[src/rtl/fetch_if.sv]
// Fetch-unit bus bundle: next-PC candidates and control from the core, PC and fetch status back.
// The slave modport is the fetch unit's view; the master modport is the core/memory side.
interface fetch_if;
    localparam int unsigned AW = 16;

    logic [AW-1:0] pcin;
    logic [AW-1:0] pcbranch;
    logic [AW-1:0] pcjump;
    logic [1:0]    pcsel;
    logic          pc_en;
    logic          halt;
    logic          resume;
    logic          mem_ready;

    logic [AW-1:0] pcout;
    logic          mem_req;
    logic          ins_valid;
    logic          halted;
    logic          fault;
    logic [AW-1:0] ins_count;

    modport master (
        output pcin, pcbranch, pcjump, pcsel, pc_en, halt, resume, mem_ready,
        input  pcout, mem_req, ins_valid, halted, fault, ins_count
    );

    modport slave (
        input  pcin, pcbranch, pcjump, pcsel, pc_en, halt, resume, mem_ready,
        output pcout, mem_req, ins_valid, halted, fault, ins_count
    );
endinterface

[src/rtl/fetch_unit.sv]
// Program-counter and instruction-fetch sequencer: holds the PC, handshakes with
// instruction memory, retires instructions on pc_en and handles halt/resume/timeout.
module fetch_unit #(
    parameter logic [15:0] RESET_PC = 16'h0000,
    parameter logic [3:0]  WAIT_MAX = 4'd15
) (
    input  logic   clock,
    input  logic   reset_n,
    fetch_if.slave bus
);
    localparam int unsigned AW = 16;
    localparam int unsigned WW = 4;

    typedef enum logic [2:0] {
        IDLE  = 3'd0,
        FETCH = 3'd1,
        EXEC  = 3'd2,
        HALT  = 3'd3,
        FAULT = 3'd4
    } state_e;

    state_e        state_q, state_d;
    logic [WW-1:0] wait_q, wait_d;
    logic [AW-1:0] pc_q, pc_d;
    logic [AW-1:0] cnt_q, cnt_d;

    logic          mem_req_q;
    logic          ins_valid_q;
    logic          halted_q;
    logic          fault_q;

    logic [AW-1:0] pc_next;
    logic [WW-1:0] wait_inc;

    // Next-PC candidate; select 3 reloads the current PC for a refetch
    always_comb begin
        pc_next = pc_q;
        case (bus.pcsel)
            2'd0:    pc_next = bus.pcin;
            2'd1:    pc_next = bus.pcbranch;
            2'd2:    pc_next = bus.pcjump;
            default: pc_next = pc_q;
        endcase
    end

    assign wait_inc = wait_q + WW'(1);

    // Next-state, PC, wait-counter and retire-counter logic
    always_comb begin
        state_d = state_q;
        wait_d  = wait_q;
        pc_d    = pc_q;
        cnt_d   = cnt_q;
        case (state_q)
            IDLE: begin
                state_d = FETCH;
                wait_d  = '0;
            end
            FETCH: begin
                if (bus.mem_ready) begin
                    state_d = EXEC;
                    wait_d  = '0;
                end else begin
                    wait_d = wait_inc;
                    // This cycle is the WAIT_MAX-th without data: give up
                    if (wait_inc == WAIT_MAX) begin
                        state_d = FAULT;
                    end
                end
            end
            EXEC: begin
                if (bus.pc_en) begin
                    pc_d    = pc_next & 16'hFFFE;
                    cnt_d   = cnt_q + AW'(1);
                    state_d = bus.halt ? HALT : FETCH;
                end
            end
            HALT: begin
                if (bus.resume) begin
                    state_d = FETCH;
                end
            end
            FAULT: begin
                state_d = FAULT;
            end
            default: begin
                state_d = IDLE;
            end
        endcase
    end

    always_ff @(posedge clock or negedge reset_n) begin
        if (!reset_n) begin
            state_q <= IDLE;
            wait_q  <= '0;
            pc_q    <= RESET_PC;
            cnt_q   <= '0;
        end else begin
            state_q <= state_d;
            wait_q  <= wait_d;
            pc_q    <= pc_d;
            cnt_q   <= cnt_d;
        end
    end

    // Status outputs registered from the next state so they track state_q exactly
    always_ff @(posedge clock or negedge reset_n) begin
        if (!reset_n) begin
            mem_req_q   <= 1'b0;
            ins_valid_q <= 1'b0;
            halted_q    <= 1'b0;
            fault_q     <= 1'b0;
        end else begin
            mem_req_q   <= (state_d == FETCH);
            ins_valid_q <= (state_d == EXEC);
            halted_q    <= (state_d == HALT);
            fault_q     <= (state_d == FAULT);
        end
    end

    assign bus.pcout     = pc_q;
    assign bus.ins_count = cnt_q;
    assign bus.mem_req   = mem_req_q;
    assign bus.ins_valid = ins_valid_q;
    assign bus.halted    = halted_q;
    assign bus.fault     = fault_q;

endmodule

[src/flat_wrapper.sv]
// flat-port wrapper written by rule: the top's interface ports become plain ports
module fetch_unit_flat 
#(
    parameter logic [15:0] RESET_PC = 16'h0000,
    parameter logic [3:0]  WAIT_MAX = 4'd15
)
  (clock, reset_n, bus_pcin, bus_pcbranch, bus_pcjump, bus_pcsel, bus_pc_en, bus_halt, bus_resume, bus_mem_ready, bus_pcout, bus_mem_req, bus_ins_valid, bus_halted, bus_fault, bus_ins_count);
  fetch_if bus_i ();
  input  logic clock;
  input  logic reset_n;
  input wire logic [$bits(bus_i.pcin)-1:0] bus_pcin;
  input wire logic [$bits(bus_i.pcbranch)-1:0] bus_pcbranch;
  input wire logic [$bits(bus_i.pcjump)-1:0] bus_pcjump;
  input wire logic [$bits(bus_i.pcsel)-1:0] bus_pcsel;
  input wire logic [$bits(bus_i.pc_en)-1:0] bus_pc_en;
  input wire logic [$bits(bus_i.halt)-1:0] bus_halt;
  input wire logic [$bits(bus_i.resume)-1:0] bus_resume;
  input wire logic [$bits(bus_i.mem_ready)-1:0] bus_mem_ready;
  output wire logic [$bits(bus_i.pcout)-1:0] bus_pcout;
  output wire logic [$bits(bus_i.mem_req)-1:0] bus_mem_req;
  output wire logic [$bits(bus_i.ins_valid)-1:0] bus_ins_valid;
  output wire logic [$bits(bus_i.halted)-1:0] bus_halted;
  output wire logic [$bits(bus_i.fault)-1:0] bus_fault;
  output wire logic [$bits(bus_i.ins_count)-1:0] bus_ins_count;
  assign bus_i.pcin = bus_pcin;
  assign bus_i.pcbranch = bus_pcbranch;
  assign bus_i.pcjump = bus_pcjump;
  assign bus_i.pcsel = bus_pcsel;
  assign bus_i.pc_en = bus_pc_en;
  assign bus_i.halt = bus_halt;
  assign bus_i.resume = bus_resume;
  assign bus_i.mem_ready = bus_mem_ready;
  assign bus_pcout = bus_i.pcout;
  assign bus_mem_req = bus_i.mem_req;
  assign bus_ins_valid = bus_i.ins_valid;
  assign bus_halted = bus_i.halted;
  assign bus_fault = bus_i.fault;
  assign bus_ins_count = bus_i.ins_count;
  fetch_unit #(.RESET_PC(RESET_PC), .WAIT_MAX(WAIT_MAX)) u_core (.clock(clock), .reset_n(reset_n), .bus(bus_i));
endmodule
[config.mk]
export PLATFORM = sky130hd
export DESIGN_NAME = fetch_unit_flat
export DESIGN_NICKNAME = d
export VERILOG_FILES = /design/src/rtl/fetch_if.sv /design/src/rtl/fetch_unit.sv /design/src/flat_wrapper.sv
export SDC_FILE = /design/constraint.sdc
export NUM_CORES = 1
export LEC_CHECK = 0
export ABC_AREA = 0
export CAP_MARGIN = 20
export CORE_AREA = 2 2 87 89
export DETAILED_ROUTE_END_ITERATION = 12
export DIE_AREA = 0 0 89 91
export PLACE_DENSITY = 0.71
export SLEW_MARGIN = 20
export SYNTH_ARGS = -nofsm -noshare
export SYNTH_HDL_FRONTEND = slang
export SYNTH_SLANG_ARGS = --single-unit
[constraint.sdc]
create_clock -name clock -period 1.7 [get_ports clock]
set_input_delay 0.34 -clock clock [delete_from_list [all_inputs] [get_ports clock]]
set_output_delay 0.34 -clock clock [all_outputs]
set_load 0.01 [all_outputs]
# --- Yosys cells after proc, flatten, opt, wreduce, memory -nomap -nowiden ---
# Cells that the tools add are included.
# W data, S select, Z words.
word_totals:
  reg_bits: 42
  in_bits: 56
  out_inout_bits: 36
  elab_cells: 36
classes:
  add_sub_neg: 2
  n_eq_ne: 11
  n_mux: 9
  n_reduce_logical: 6
ops:
  columns: ["cell", "n"]
  rows:
  - ["$pmux W16 S3", 1]
  - ["$add A16 B1 Y16 const B", 1]
  - ["$pmux W3 S5", 1]
  - ["$eq A3 B2 Y1 const B", 4]
  - ["$mux W3", 4]
  - ["$pmux W4 S2", 1]
  - ["$eq A3 B1 Y1 const B", 2]
  - ["$eq A3 B3 Y1 const B", 2]
  - ["$add A4 B1 Y4 const B", 1]
  - ["$eq A4 B4 Y1 const B", 1]
  - ["$mux W4", 1]
  - ["$logic_not A3 Y1", 1]
  - ["$reduce_and A3 Y1", 1]
  - ["$reduce_bool A3 Y1", 1]
  - ["$eq A2 B1 Y1 const B", 1]
  - ["$eq A2 B2 Y1 const B", 1]
  - ["$logic_not A2 Y1", 1]
  - ["$mux W2", 1]
  - ["$reduce_and A2 Y1", 1]
  - ["$reduce_bool A2 Y1", 1]

# --- Logic depth before layout (Yosys ltp) ---
# Gate-level depths: netlist of run 1.
logic_depth:
  ltp_word: 6
  ltp_mapped: 6
  ltp_nobuf: 5

# --- Worst setup path before layout of run 1 ---
# No wires, ideal clock.
synth_timing:
  path_type: "register to register"
  from: "register u_core.state_q[0]"
  to: "register u_core.cnt_q[7], in the netlist u_core.bus.ins_count[7]"
  t_arrival_ns: 1.492
  t_required_ns: 1.625
  slack_ns: 0.132
  stages_incl_launch_ff: 7
  path_buffers: 2
  synth_period_minus_slack_ns: 1.568
  path_cell_list: "dfrtp_1 -> nor4bb_1 -> buf_4 -> and4_1 -> buf_4 -> and4_4 -> xor2_2"
synth_between:
  elab_chain_len: 2
synth_rtl:
  columns: ["item", "line_no", "rtl"]
  rows:
  - ["from (decl)", "fetch_unit.sv:22", "state_e state_q, state_d;"]
  - ["from (signal assigned)", "fetch_unit.sv:99", "state_q <= state_d;"]
  - ["$eq A3 B2 Y1", "fetch_unit.sv:54", "case (state_q)"]
  - ["$reduce_and A2 Y1 (no line)", null, null]
  - ["to (signal assigned)", "fetch_unit.sv:102", "cnt_q <= cnt_d;"]
  - ["to (decl)", "fetch_unit.sv:25", "logic [AW-1:0] cnt_q, cnt_d;"]
# No other way between the ends.
# A chain may end at the register's enable or synchronous reset.

# --- Worst setup path after layout of run 1 ---
layout_timing:
  from: "register u_core.cnt_q[3], in the netlist u_core.bus.ins_count[3]"
  to: "output port bus_ins_count[3]"
layout_rtl:
  columns: ["item", "line_no", "rtl"]
  rows:
  - ["to (decl)", "flat_wrapper.sv:24", "output wire logic [$bits(bus_i.ins_count)-1:0] bus_ins_count;"]
# No word-level cell between the ends.

==> results of run 1 <==
-- cells by family (layout without fill, tap and decap cells) --
family | after synthesis | after routing | share of synthesized area (%)
flip-flops | 42 | 42 | 49.76
AND/OR/NAND/NOR | 75 | 75 | 17.54
other | 1 | 1 | 0.1776
AO/OA/AOI/OAI | 47 | 47 | 12.62
XOR/XNOR | 15 | 15 | 6.576
multiplexers | 16 | 16 | 7.642
buffers and inverters | 18 | 113 | 3.910
adder cells (fa/ha/maj) | 3 | 3 | 1.777
-- metal layers --
layer	vias to the layer above	GRT usage, %	share of wire, %
met5	-	0	0
met4	0	4.602	2.2
met3	13	3.182	4.6
met2	48	21.95	51
met1	871	14.46	42
li1	935	-	-
-- flip-flops by register name (all words and copies together), names as in the netlist --
register,cells
u_core.wait_q,4
u_core.bus.ins_count,16
u_core.bus.ins_valid,1
u_core.state_q,3
u_core.bus.halted,1
u_core.bus.fault,1
u_core.bus.mem_req,1
u_core.bus.pcout,15
-- cell usage after synthesis, drive strengths merged, types with 3 or more instances --
cell    number
a21oi       16
and4         3
buf          6
clkbuf       7
dfrtp       42
ha           3
inv          5
mux2i       15
nand2       26
nand3        6
nand4        3
nor2        21
o21ai       21
xnor2       13
-- where the power goes --
part | switching, uW | internal [uW] | leakage (uW)
clock network | 346 | 290 | 0.0000452
logic | 535 | 756 | 0.000816
registers | 176 | 1260 | 0.000547
total | 1060 | 2310 | 0.00141
-- metrics by stage --
| step | area [um^2] | utilization [%] | setup slack [ps] | total power (uW) | hold WS, ps |
|---|---|---|---|---|---|
| 2_1_floorplan | 2112 | - | 132.1 | 1972 | 44.41 |
| 3_3_place_gp | 3148 | 44.11 | -298.7 | 2724 | 438.9 |
| 3_5_place_dp | 3148 | 44.11 | -344.6 | 2754 | 453.1 |
| 4_1_cts | 3243 | 45.44 | -10.09 | 3423 | 123.8 |
| 5_1_grt | 3259 | 45.67 | 0.4811 | 3610 | 153.9 |
| 6_report | 3259 | 45.67 | 58.34 | 3363 | 107.9 |
-- final timing paths --
kind,from,to,slack (ps),depth (start not counted)
max in group asynchronous,reset_n,u_core.bus.ins_count[4],1210,2
hold reg to reg,u_core.bus.pcout[6],u_core.bus.pcout[6],480,2
min in group clock,bus_pc_en,u_core.state_q[0],450,3
hold / removal,reset_n,u_core.bus.pcout[11],110,2
setup / recovery,u_core.bus.ins_count[3],bus_ins_count[3],60,1
setup reg to reg,u_core.state_q[0],u_core.bus.ins_valid,110,5
-- area by class of cell --
class	count	area, um^2	share of cell area (%)
Sequential cell	42	1054	32.32
Multi-Input combinational cell	157	996.0	30.56
Timing Repair Buffer	100	980.9	30.10
Tap cell	99	123.9	3.800
Clock buffer	6	72.57	2.226
Inverter	5	18.77	0.5758
Clock inverter	2	13.76	0.4223
-- worst reg2reg max path, cell delays in order, from the launching register on --
cell and delay (ps):
dfrtp_1 410, buf_4 170, or3b_2 460, a31oi_1 260, nor2_1 80, o21a_1 110
-- repair_timing --
item                       in CTS  in global routing
cloned                          0                  0
pin swaps                       0                  1
resized for setup               2                  5
setup endpoints to repair       4                 22
hold endpoints to repair        0                  0
==> flow_summary_export.csv, run 1 <==
group,metric,value,unit
outcome,status,"finished clean",
critical_path,critPathLaunchType,"flop",
synthesis,ys_top_cells_by_area,"dfrtp_1 50%, mux2i_1 7.1%, xnor2_1 5.4%, o21ai_0 5.0%, nand2_1 4.6%",
synthesis,synth_seq_cells,42,
placement,dp_hpwl,3798,um
cells_and_area,n_antenna_cell,0,
timing,fin_crit_sh,96.57,%
global_routing,grt_pass1_vias,1880,
run,maxCapViolCount,0,
synthesis,synth.distinct_cells,40,
power_and_ir_drop,p_leak,0.001408,uW
timing,final-max-slew-violation-count,0,
drt,num_vias,1867,
synthesis,yosysTopAreaCellShare,49.76,%
drt,dr.pass1.iters,4,
drt,drt_iter0_markers,49,
cells_and_area,final_common_cell,"clkdlybuf4s50_1",
drt,drt_wl_total,4896,um
drt,wl_per_cell,11.91,um
synthesis,yosys.area.top_type,"dfrtp_1",
synthesis,yosys_most_used_dff,"dfrtp_1",
critical_path,cp_num_buf_inv,1,
clock_tree,cts.sinks,42,
placement,placedCellCount,403,
clock_tree,cts.reportedPaths.clkPinSlew,80,ps
synthesis,synthArstFlopShare,100.0,%
floorplan,die_y,91,um
synthesis,syn-cell-area,2112,um^2
drt,detail-route-antenna-nets,0,
timing,finalSetupTns,0,ps
synthesis,syn_inst,217,
synthesis,synth_edf_count,0,
cells_and_area,syn_to_final_growth,54.32,%
critical_path,path_class,"flop to primary output",
clock_tree,cts_buffers,5,
global_routing,grt_first_pass_wirelength,8031,um
clock_tree,postCtsHoldBufs,0,
global_routing,grtUsageTotal,12.54,%
floorplan,io_pins,92,
synthesis,syn_area_per_cell,9.733,um^2
global_routing,grt_max_degree,43,
power_and_ir_drop,vdd_drop_max,868.9,uV
synthesis,synth_nets,276,
drt,vias_per_cell,4.543,
synthesis,synth-seq-area-share,49.76,%
placement,portBuffers,87,
drt,drcViolationCount,0,
timing,rsz0062_at_grt,"false",
critical_path,worst-path-max-fanout,5,
synthesis,synth-warning-count,0,
timing,final-setup-viol-count,0,
clock_tree,htree_levels,2,
clock_tree,ctsRootBufferMaster,"clkbuf_8",
critical_path,end_kind,"primary output",
floorplan,die_w,89,um
critical_path,cpLargestDelayFamily,"buffers and inverters",
critical_path,crit_path_max_incr_delay,570,ps
timing,max_clock_freq,0.6091,GHz
cells_and_area,fill_cells,716,
critical_path,crit_slowest_cell,"clkdlybuf4s50_1",
cells_and_area,fin_cells,411,
global_routing,grt_overflow,0,
timing,hold_viol_final,0,
clock_tree,tritoncts,"done",
floorplan,num_rows,31,
timing,finClkSkew,7.487,ps
floorplan,initial_utilization,29.59,%
timing,min_period,1642,ps
global_routing,antenna_found_initial,0,
timing,relSlewSlack,64.39,%
placement,gp_congestion,0.7512,
cells_and_area,nNetsFinal,370,
power_and_ir_drop,power.density,1032,nW/um^2
floorplan,core,7137,um^2
cells_and_area,final_cell_mix,"84 x clkdlybuf4s50_1, 40 x dfrtp_1, 26 x nand2_1, 21 x nor2_1, 21 x o21ai_0",
clock_tree,cts_setup_buffers,0,
critical_path,cp_cell_sequence,"clkdlybuf4s50_1",
cells_and_area,drive_gt1_share,9.936,%
timing,worstMarginPinSlew,531.7,ps
clock_tree,insertion_delay,290,ps
floorplan,die_area,8099,um^2
critical_path,required,1360,ps
worst_hold_path,hp-class,"primary input to async pin",
clock_tree,clockBufferDepth,2,
critical_path,crit_arrival,1300,ps
No activity file was read; power rests on OpenSTA's default activity.
==> run 2: changes to the inputs <==
- SLEW_MARGIN: 20 -> 5
==> results of run 2 <==
Final layout, timing and power as in run 1 (identical DEF).
==> run 3: changes to the inputs <==
- CAP_MARGIN: 20 -> not set
- clock period: 1.7 -> 1.4 ns (I/O delays scaled with it)
==> flow_summary_export.csv, run 3 (synthesized netlist as in run 1, its figures left out) <==
group,metric,value,unit
outcome,status,"finished with violations",
outcome,violations,"setup timing",
global_routing,grt_overflow,0,
placement,dp_hpwl,3922,um
timing,fin_ws,-134.1,ps
clock_tree,cts_buffers,5,
floorplan,core,7137,um^2
placement,portBuffers,87,
clock_tree,clockBufferDepth,2,
power_and_ir_drop,power.density,1267,nW/um^2
power_and_ir_drop,p_total,4854,uW
drt,dr.pass1.iters,4,
floorplan,num_rows,31,
floorplan,die_w,89,um
critical_path,cp_num_buf_inv,2,
clock_tree,cts.reportedPaths.clkPinSlew,90,ps
critical_path,cp_cell_sequence,"nor4bb_2 -> buf_4 -> and4_4 -> buf_6 -> nand3_4 -> xnor2_2",
global_routing,grt_pass1_vias,1971,
cells_and_area,n_antenna_cell,0,
critical_path,required,1590,ps
timing,worstMarginPinSlew,577.8,ps
drt,drcViolationCount,0,
drt,num_vias,2040,
global_routing,antenna_found_initial,0,
power_and_ir_drop,switching_share,33.55,%
clock_tree,htree_levels,2,
global_routing,grtUsageTotal,14.37,%
cells_and_area,regArea,1054,um^2
floorplan,die_y,91,um
clock_tree,insertion_delay,300,ps
timing,finalSetupTns,-2751,ps
cells_and_area,final_common_cell,"clkdlybuf4s50_1",
power_and_ir_drop,combPwrFrac,42.8,%
floorplan,io_pins,92,
clock_tree,ctsRootBufferMaster,"clkbuf_8",
drt,detail-route-antenna-nets,0,
timing,fin_crit_sh,109.6,%
power_and_ir_drop,vdd_drop_max,891.7,uV
timing,max_clock_freq,0.6518,GHz
critical_path,cpLargestDelayFamily,"simple AND/OR/NAND/NOR gates",
global_routing,use_met3,3.545,%
drt,vias_per_cell,4.668,
cells_and_area,nNetsFinal,396,
cells_and_area,fill_cells,658,
global_routing,grt_first_pass_wirelength,9225,um
timing,final-setup-viol-count,37,
worst_hold_path,hp-class,"primary input to flop",
power_and_ir_drop,p_leak,0.001757,uW
global_routing,use_met1,17.98,%
critical_path,worst-path-max-fanout,5,
timing,finClkSkew,14.07,ps
timing,final-max-slew-violation-count,0,
floorplan,die_area,8099,um^2
drt,drt_wl_total,6100,um
drt,drt_iter0_markers,60,
critical_path,crit_slowest_cell,"dfrtp_1",
clock_tree,cts.sinks,42,
power_and_ir_drop,clock_power_share,20.1,%
timing,hold_viol_final,0,
timing,rsz0062_at_grt,"true",
cells_and_area,final_cell_mix,"50 x clkdlybuf4s50_1, 40 x dfrtp_1, 36 x dlygate4sd2_1, 26 x buf_4, 19 x nor2_1",
cells_and_area,largest_register_ffs,16,
critical_path,crit_arrival,1730,ps
critical_path,end_kind,"flop",
placement,gp_congestion,0.7979,
timing,relSlewSlack,61.30,%
power_and_ir_drop,power.internal,3225,uW
floorplan,initial_utilization,29.59,%
power_and_ir_drop,seqPwrFrac,37.1,%
cells_and_area,multi_input_area,1299,um^2
critical_path,critPathLaunchType,"flop",
global_routing,grt_max_degree,43,
cells_and_area,syn_to_final_growth,81.34,%
global_routing,met2_usage,24.00,%
drt,wl_per_cell,13.96,um
power_and_ir_drop,switchingPower,1629,uW
cells_and_area,drive_gt1_share,32.84,%
critical_path,path_class,"flop to flop",
critical_path,crit_path_max_incr_delay,390,ps
global_routing,grt.busiest_layer,"met2",
run,maxCapViolCount,0,
clock_tree,tritoncts,"done",
timing,min_period,1534,ps
## run 3: worst paths after layout
kind                                          startpoint                        to  slack, ps  cells after the start
worst max-delay path                   u_core.state_q[0]  u_core.bus.ins_count[15]       -130                      6
worst min-delay path                           bus_pc_en         u_core.state_q[0]        480                      3
worst max register to register         u_core.state_q[0]  u_core.bus.ins_count[15]       -130                      6
worst min register to register  u_core.bus.ins_count[15]  u_core.bus.ins_count[15]        490                      1
max in group asynchronous                        reset_n          u_core.wait_q[1]        690                      3
min in group asynchronous                        reset_n   u_core.bus.ins_count[7]        490                      3
## run 3: layer usage
layer,wire length (um),part of all wire [%]
met1,2580,42
met2,3130,51
met3,282,4.6
met4,106,1.7
met5,0,0
## run 3: layout make-up
cell class | instances | area share [%]
Timing Repair Buffer | 126 | 31.98
Tap cell | 99 | 3.234
Sequential cell | 42 | 27.51
Clock buffer | 6 | 1.895
Multi-Input combinational cell | 157 | 33.91
Inverter | 5 | 0.4900
Clock inverter | 2 | 0.9801
## run 3: worst reg2reg max path: stages (launching register included)
cell and delay (ps):
dfrtp_1 390, nor4bb_2 290, buf_4 180, and4_4 220, buf_6 130, nand3_4 80, xnor2_2 140
## run 3: stage by stage
stage	setup slack [ps]	utilization, %	hold slack [ps]	cells	cell area [um^2]
final	-134.1	53.66	482.2	437	3830
after detailed placement	-597.7	44.79	280.9	407	3197
after global routing	-232.5	53.66	499.7	437	3830
after CTS	-149.9	50.21	466.4	434	3583
after global placement	-586.1	44.79	276.7	407	3197
after floorplan	-154.8	-	-15.59	217	2118
## run 3: power groups by stage
stage | combinational, uW | clock, uW | sequential (uW)
floorplan | 525 | 0 | 1880
global placement | 1570 | 0 | 1760
detailed placement | 1600 | 0 | 1760
CTS | 1770 | 990 | 1720
global route | 2260 | 1040 | 1840
finish | 2080 | 975 | 1800
## run 3: repair_timing
action / 4_1_cts / 5_1_grt
resized for setup: 81 / 60
buffers inserted: 16 / 2
pin swaps: 22 / 36
gates cloned: 2 / 1
setup endpoints to repair: 69 / 40
hold buffers: 1 / 0
hold endpoints to repair: 42 / 0
